**src/rtl/instance_scheduler_pkg.sv**
```systemverilog
// Payload types shared by the instance scheduler and its neighbours in the geometry front end.
package instance_scheduler_pkg;

    localparam int unsigned COORD_W = 16;
    localparam int unsigned TF_ELEMS = 12;

    typedef struct packed {
        logic [COORD_W-1:0] x;
        logic [COORD_W-1:0] y;
        logic [COORD_W-1:0] z;
    } vertex_t;

    typedef struct packed {
        vertex_t v0;
        vertex_t v1;
        vertex_t v2;
    } triangle_t;

    // 3x4 fixed-point matrix, row-major
    typedef struct packed {
        logic [TF_ELEMS-1:0][COORD_W-1:0] m;
    } transform_t;

    typedef struct packed {
        logic [7:0] model_id;
        transform_t transform;
    } modelinstance_t;

    typedef struct packed {
        triangle_t  triangle;
        transform_t transform;
    } triangle_tf_t;

    typedef struct packed {
        logic last;
    } triangle_metadata_t;

    typedef struct packed {
        triangle_tf_t data;
        logic         last;
    } sched_fifo_entry_t;

endpackage

```
**src/rtl/instance_scheduler.sv**
```systemverilog
// Accepts one model instance at a time, looks up its triangle range and streams
// the triangles, tagged with the instance transform, through a 2-entry output FIFO.
module instance_scheduler
    import instance_scheduler_pkg::*;
#(
    parameter int unsigned ADDR_W  = 12,
    parameter int unsigned COUNT_W = 10
) (
    input  logic                 clk,
    input  logic                 rstn,
    input  logic                 inst_valid,
    output logic                 inst_ready,
    input  modelinstance_t       inst_data,
    input  logic                 inst_last,
    output logic                 tbl_en,
    output logic [7:0]           tbl_addr,
    input  logic [ADDR_W-1:0]    tbl_base,
    input  logic [COUNT_W-1:0]   tbl_count,
    output logic                 tri_en,
    output logic [ADDR_W-1:0]    tri_addr,
    input  triangle_t            tri_data,
    output logic                 out_valid,
    input  logic                 out_ready,
    output triangle_tf_t         out_data,
    output triangle_metadata_t   out_meta,
    output logic                 frame_done,
    output logic                 busy
);

    localparam int unsigned FIFO_DEPTH = 2;
    localparam int unsigned OCC_W      = 2;
    localparam int unsigned CREDIT_W   = 3;

    typedef enum logic [1:0] {
        IDLE   = 2'd0,
        LOOKUP = 2'd1,
        WAIT   = 2'd2,
        STREAM = 2'd3
    } state_t;

    state_t             state_q, state_d;

    logic               inst_ready_q;
    logic               tbl_en_q;
    logic [7:0]         tbl_addr_q;
    logic               frame_done_q;

    transform_t         tf_q;
    logic               last_q;
    logic [ADDR_W-1:0]  base_q;
    logic [COUNT_W-1:0] count_q;
    logic [COUNT_W-1:0] idx_q;

    // tag carried alongside the single outstanding triangle read
    logic               rd_pending_q;
    transform_t         rd_tf_q;
    logic               rd_last_q;

    sched_fifo_entry_t  fifo_q [FIFO_DEPTH];
    logic               wr_ptr_q;
    logic               rd_ptr_q;
    logic [OCC_W-1:0]   occ_q;

    logic                inst_hs_c;
    logic                push_c;
    logic                pop_c;
    logic                issue_c;
    logic                is_final_c;
    logic [CREDIT_W-1:0] credits_c;
    sched_fifo_entry_t   head_c;
    sched_fifo_entry_t   push_entry_c;

    assign inst_hs_c  = inst_valid && inst_ready_q;
    assign push_c     = rd_pending_q;
    assign pop_c      = (occ_q != '0) && out_ready;
    assign is_final_c = (idx_q == count_q - COUNT_W'(1));
    assign head_c     = fifo_q[rd_ptr_q];

    // entries already committed to the FIFO, less the one leaving this cycle
    assign credits_c  = CREDIT_W'(occ_q) + CREDIT_W'(rd_pending_q) - CREDIT_W'(pop_c);

    always_ff @(posedge clk or negedge rstn) begin
        if (!rstn) begin
            state_q <= IDLE;
        end else begin
            state_q <= state_d;
        end
    end

    always_comb begin
        state_d = state_q;
        issue_c = 1'b0;
        unique case (state_q)
            IDLE: begin
                if (inst_hs_c) begin
                    state_d = LOOKUP;
                end
            end
            LOOKUP: begin
                state_d = WAIT;
            end
            WAIT: begin
                state_d = (tbl_count == '0) ? IDLE : STREAM;
            end
            STREAM: begin
                if (credits_c < CREDIT_W'(2)) begin
                    issue_c = 1'b1;
                    if (is_final_c) begin
                        state_d = IDLE;
                    end
                end
            end
            default: state_d = IDLE;
        endcase
    end

    // read strobes: the table port is registered, the triangle port must see this cycle's pop
    always_ff @(posedge clk or negedge rstn) begin
        if (!rstn) begin
            inst_ready_q <= 1'b0;
            tbl_en_q     <= 1'b0;
            tbl_addr_q   <= '0;
            frame_done_q <= 1'b0;
        end else begin
            inst_ready_q <= (state_d == IDLE);
            tbl_en_q     <= (state_d == LOOKUP);
            tbl_addr_q   <= (state_d == LOOKUP) ? inst_data.model_id : 8'd0;
            frame_done_q <= (pop_c && head_c.last)
                         || ((state_q == WAIT) && (tbl_count == '0) && last_q);
        end
    end

    // per-instance context and stream position
    always_ff @(posedge clk or negedge rstn) begin
        if (!rstn) begin
            tf_q    <= '0;
            last_q  <= 1'b0;
            base_q  <= '0;
            count_q <= '0;
            idx_q   <= '0;
        end else begin
            if ((state_q == IDLE) && inst_hs_c) begin
                tf_q   <= inst_data.transform;
                last_q <= inst_last;
            end
            if (state_q == WAIT) begin
                base_q  <= tbl_base;
                count_q <= tbl_count;
                idx_q   <= '0;
            end else if (issue_c) begin
                idx_q <= idx_q + COUNT_W'(1);
            end
        end
    end

    always_ff @(posedge clk or negedge rstn) begin
        if (!rstn) begin
            rd_pending_q <= 1'b0;
            rd_tf_q      <= '0;
            rd_last_q    <= 1'b0;
        end else begin
            rd_pending_q <= issue_c;
            if (issue_c) begin
                rd_tf_q   <= tf_q;
                rd_last_q <= last_q && is_final_c;
            end
        end
    end

    always_comb begin
        push_entry_c                = '0;
        push_entry_c.data.triangle  = tri_data;
        push_entry_c.data.transform = rd_tf_q;
        push_entry_c.last           = rd_last_q;
    end

    // output FIFO; push and pop in the same cycle leave occupancy unchanged
    always_ff @(posedge clk or negedge rstn) begin
        if (!rstn) begin
            for (int i = 0; i < FIFO_DEPTH; i++) begin
                fifo_q[i] <= '0;
            end
            wr_ptr_q <= 1'b0;
            rd_ptr_q <= 1'b0;
            occ_q    <= '0;
        end else begin
            if (push_c) begin
                fifo_q[wr_ptr_q] <= push_entry_c;
                wr_ptr_q         <= ~wr_ptr_q;
            end
            if (pop_c) begin
                rd_ptr_q <= ~rd_ptr_q;
            end
            occ_q <= occ_q + OCC_W'(push_c) - OCC_W'(pop_c);
        end
    end

    always_comb begin
        inst_ready    = inst_ready_q;
        tbl_en        = tbl_en_q;
        tbl_addr      = tbl_addr_q;
        tri_en        = issue_c;
        tri_addr      = issue_c ? (base_q + ADDR_W'(idx_q)) : '0;
        out_valid     = (occ_q != '0);
        out_data      = head_c.data;
        out_meta      = '0;
        out_meta.last = head_c.last;
        frame_done    = frame_done_q;
        busy          = (state_q != IDLE) || (occ_q != '0) || rd_pending_q;
    end

endmodule
```
**config.mk**
```make
export PLATFORM = sky130hd
export DESIGN_NAME = instance_scheduler
export DESIGN_NICKNAME = d
export VERILOG_FILES = /design/src/rtl/instance_scheduler_pkg.sv /design/src/rtl/instance_scheduler.sv
export SDC_FILE = /design/constraint.sdc
export NUM_CORES = 2
export LEC_CHECK = 0
export CAP_MARGIN = 20
export CORE_ASPECT_RATIO = 1.4
export CORE_MARGIN = 1.5
export CORE_UTILIZATION = 49
export DETAILED_ROUTE_END_ITERATION = 12
export PLACE_DENSITY = 0.77
export SKIP_CTS_REPAIR_TIMING = 1
export SYNTH_ARGS = -nofsm -noshare
export SYNTH_HDL_FRONTEND = slang
export SYNTH_SLANG_ARGS = --single-unit
```
**constraint.sdc**
```tcl
create_clock -name clk -period 3.55 [get_ports clk]
set_clock_uncertainty 0.2 [all_clocks]
set_input_delay 0.71 -clock clk [delete_from_list [all_inputs] [get_ports clk]]
set_output_delay 0.71 -clock clk [all_outputs]
set_load 0.02 [all_outputs]
```
==> impl_results.md <==
* TritonCTS clock tree: yes
* Pwr/cell area at 1050 nW/um^2
* Setup crit end: tri_addr[11]
* CP Capture Type: output pin
* Post-layout min period at around 4.5 ns
* H-tree Lvls at 3
* Num rows at approximately 130
* Most common cell after layout, fill and taps aside: mux2_2
* DRT iter0 DRCs at 1613
* Num CTS Buffers at about 100
* Worst EP required at 2.64 ns
* Path type of the worst min-delay path: register to register
* Die X at around 260 um
* Detail Route Antenna Nets at 0
* FFs w/ async S/R, synth at between 90% and 100%
* Syn Inst Count at ~3400
* P&R area growth vs syn at 30.8%
* Hold Violations, Final at 0
* Period Utilization, post-route at 126%
* Clock sinks at 1110
* Core Box Area at 92800 sq um
* Largest net degree at the start of global routing at between 100 and 150
* Worst skew pair latency at slightly above 0.7 ns
* Share of cells above drive strength 1 at between 30 and 40%
* Multi-input gate area at between 15000 and 20000 sq um
* Synth Net Count at 3739
* Worst-path clk slew at about 0.06 ns
* CTS root buf: clkbuf_16
* Mapped Avg Cell Area at 13.7 sq um
* Count of state elements after synthesis at approximately 1100
* RSZ-0062 raised after global routing: yes
* Crit path launch: occ_q[1]$_DFF_PN0_
* Synth unique cells at 49
* Pre-CTS worst setup slack at -0.902 ns
* Fillers at ~6800
* Leak at approximately 30 nW
* EDFF count, synth at 0
* Final #Nets at between 4000 and 5000
* GPL Wtd Cong at roughly 0.84
* Port Buffer Count at around 730
* Synth warn at 0
* Slew @ Worst Pin at between 1 and 1.5 ns
* Rel. slew slack at about a quarter
* Placed cells at around 5200
* Final instance area at approximately 60000 sq um
* # setup viols final at 82
* Most frequent cells in the layout: mux2_2 (1204), dfrtp_1 (1109), nand2_1 (653), clkdlybuf4s50_1 (516), dlymetal6s2s_1 (203)
* Chip height at 365 um
* Dpl hpwl at around 82 mm
* Final worst slack at -0.927 ns
* Final Core Density at around two thirds
* GRT overflow at 0
* RR Startpoint: occ_q[1]$_DFF_PN0_
* Final hold slack at between 0.2 and 0.25 ns
* Synth Flop Type: dfrtp_1
* DRC Markers at 0
* Global-route wire length before repair at approximately 180 mm
* Register area share after synthesis at between 60% and 70%
* CP max FO at 8
* Ports at ~730
* Fmax achieved at approximately 0.22 GHz
* Setup TNS at -14.26 ns
* Initial antenna violation count at 40
* Status: finished with violations
* FF-to-FF path depth at 14
* WL final at 122 mm
* Clock Path Buffers at 3
* DRT Pass-1 Iters at 5
* Routed vias/inst at about 5.3
* Mapped Area at between 40000 and 50000 sq um
* Vias in the first global route at 30000
* Area of placed instances at 55400 sq um
* Post-DR wirelength/cell at 22.3 um
* Layout Cells excl Fill at ~5500
* Worst r2r dst: push_entry_c[80]$_DFFE_PN0P_
* Total GRT Usage at about a quarter
* Tot Pwr at roughly 63 mW
* Die area at ~96000 sq um
* Register area at approximately 28000 sq um
* Maxcap violations at 0
* Final Max Slew Viols at 0
* WP data arrival at ~3.6 ns
* Kind of critical path: register to output pin
* Failing checks: setup timing
* Vias at 29000
* Starting Density at 49.5%
* Max VDD drop at roughly 0.9 mV
* Internal reg-to-reg setup slack at -0.13 ns
* CP Launch Type: register
## worst max-delay path, stage by stage (launching register included)
cell and delay, ns:
dfrtp_1 0.38, or2_4 0.26, nand2_2 0.08, inv_2 0.05
ha_4 0.25, inv_2 0.04, ha_4 0.15, fa_2 0.39
xor2_2 0.20, nand4b_1 0.19, buf_12 0.21, clkinv_8 0.04
buf_12 0.13, buf_12 0.14, nand2_4 0.06, mux2i_4 0.16
buf_12 0.14
## final cells by class
type	instances	area share [%]
Inverter	13	0.102
Sequential cell	1110	46.2
Clock buffer	151	5.03
Clock inverter	41	0.882
Antenna cell	22	0.0915
Tap cell	1206	2.51
Multi-Input combinational cell	2041	29.1
Timing Repair Buffer	874	16.1
## cells by family (layout without fill, tap and decap cells)
| group | Yosys count | after routing | synth area share [%] |
|---|---|---|---|
| mux | 1207 | 1207 | 29.5 |
| flops | 1110 | 1110 | 60.4 |
| simple gates | 738 | 738 | 6.40 |
| buf+inv | 201 | 1079 | 1.93 |
| compound gates | 58 | 58 | 0.838 |
| xor+xnor | 22 | 22 | 0.419 |
| fa+ha+maj | 16 | 16 | 0.468 |
| other cells | 0 | 22 | 0 |
## per-layer routing
layer,part of all wire (%),vias to the layer above,GRT usage [%]
met1,40,14900,29.9
met3,7.3,237,7.06
li1,-,13100,-
met2,49,772,40.5
met4,4.1,38,11.2
met5,0.20,-,0
## synth_stat cells, drive strengths merged (2+ instances only)
| master | instances | area [sq um] |
|---|---|---|
| mux2 | 1204 | 13600 |
| dfrtp | 1110 | 27800 |
| nand2 | 656 | 2460 |
| buf | 108 | 539 |
| clkbuf | 80 | 300 |
| nor2 | 22 | 82.6 |
| o21ai | 22 | 114 |
| ha | 14 | 175 |
| inv | 13 | 48.8 |
| xor2 | 13 | 114 |
| nand3 | 12 | 60.1 |
| a21oi | 10 | 50.1 |
| and2 | 10 | 62.6 |
| xnor2 | 9 | 78.8 |
| nand2b | 6 | 37.5 |
| and3 | 5 | 31.3 |
| nor3 | 5 | 25.0 |
| nor4 | 5 | 52.6 |
| o21a | 5 | 37.5 |
| a21o | 4 | 30.0 |
| nor2b | 4 | 25.0 |
| a31oi | 3 | 18.8 |
| mux2i | 3 | 30.0 |
| nand4 | 3 | 18.8 |
| o211ai | 3 | 22.5 |
| o22ai | 3 | 18.8 |
| and4b | 2 | 23.8 |
| fa | 2 | 40.0 |
| or3 | 2 | 12.5 |
## where the power goes
group / internal, mW / switching [mW]
Combinational: 14.9 / 15.9
Sequential: 18.0 / 2.75
Clock: 6.54 / 4.95
## worst min path at each step
| stage | start | slack, ns | to | depth (start not counted) |
|---|---|---|---|---|
| 2_1_floorplan | rstn | 0.21 | base_q[0]$_DFFE_PN0P_ | 0 |
| 3_3_place_gp | tf_q[42]$_DFFE_PN0P_ | 0.24 | push_entry_c[43]$_DFFE_PN0P_ | 2 |
| 3_5_place_dp | tf_q[55]$_DFFE_PN0P_ | 0.24 | push_entry_c[56]$_DFFE_PN0P_ | 2 |
| 4_1_cts | rstn | -0.27 | fifo_q[42]$_DFFE_PN0P_ | 1 |
| 5_1_grt | tf_q[57]$_DFFE_PN0P_ | 0.27 | push_entry_c[58]$_DFFE_PN0P_ | 2 |
| 6_report | tf_q[53]$_DFFE_PN0P_ | 0.24 | push_entry_c[54]$_DFFE_PN0P_ | 2 |
## flip-flops by register name (all words and copies together) (netlist names), 2 cells and up
signal and count:
count_q 10, idx_q 10, state_q 2, tf_q 192
tbl_addr 8, occ_q 2, push_entry_c 192, fifo_q 674
base_q 12
(Power assumes the default switching activity.)
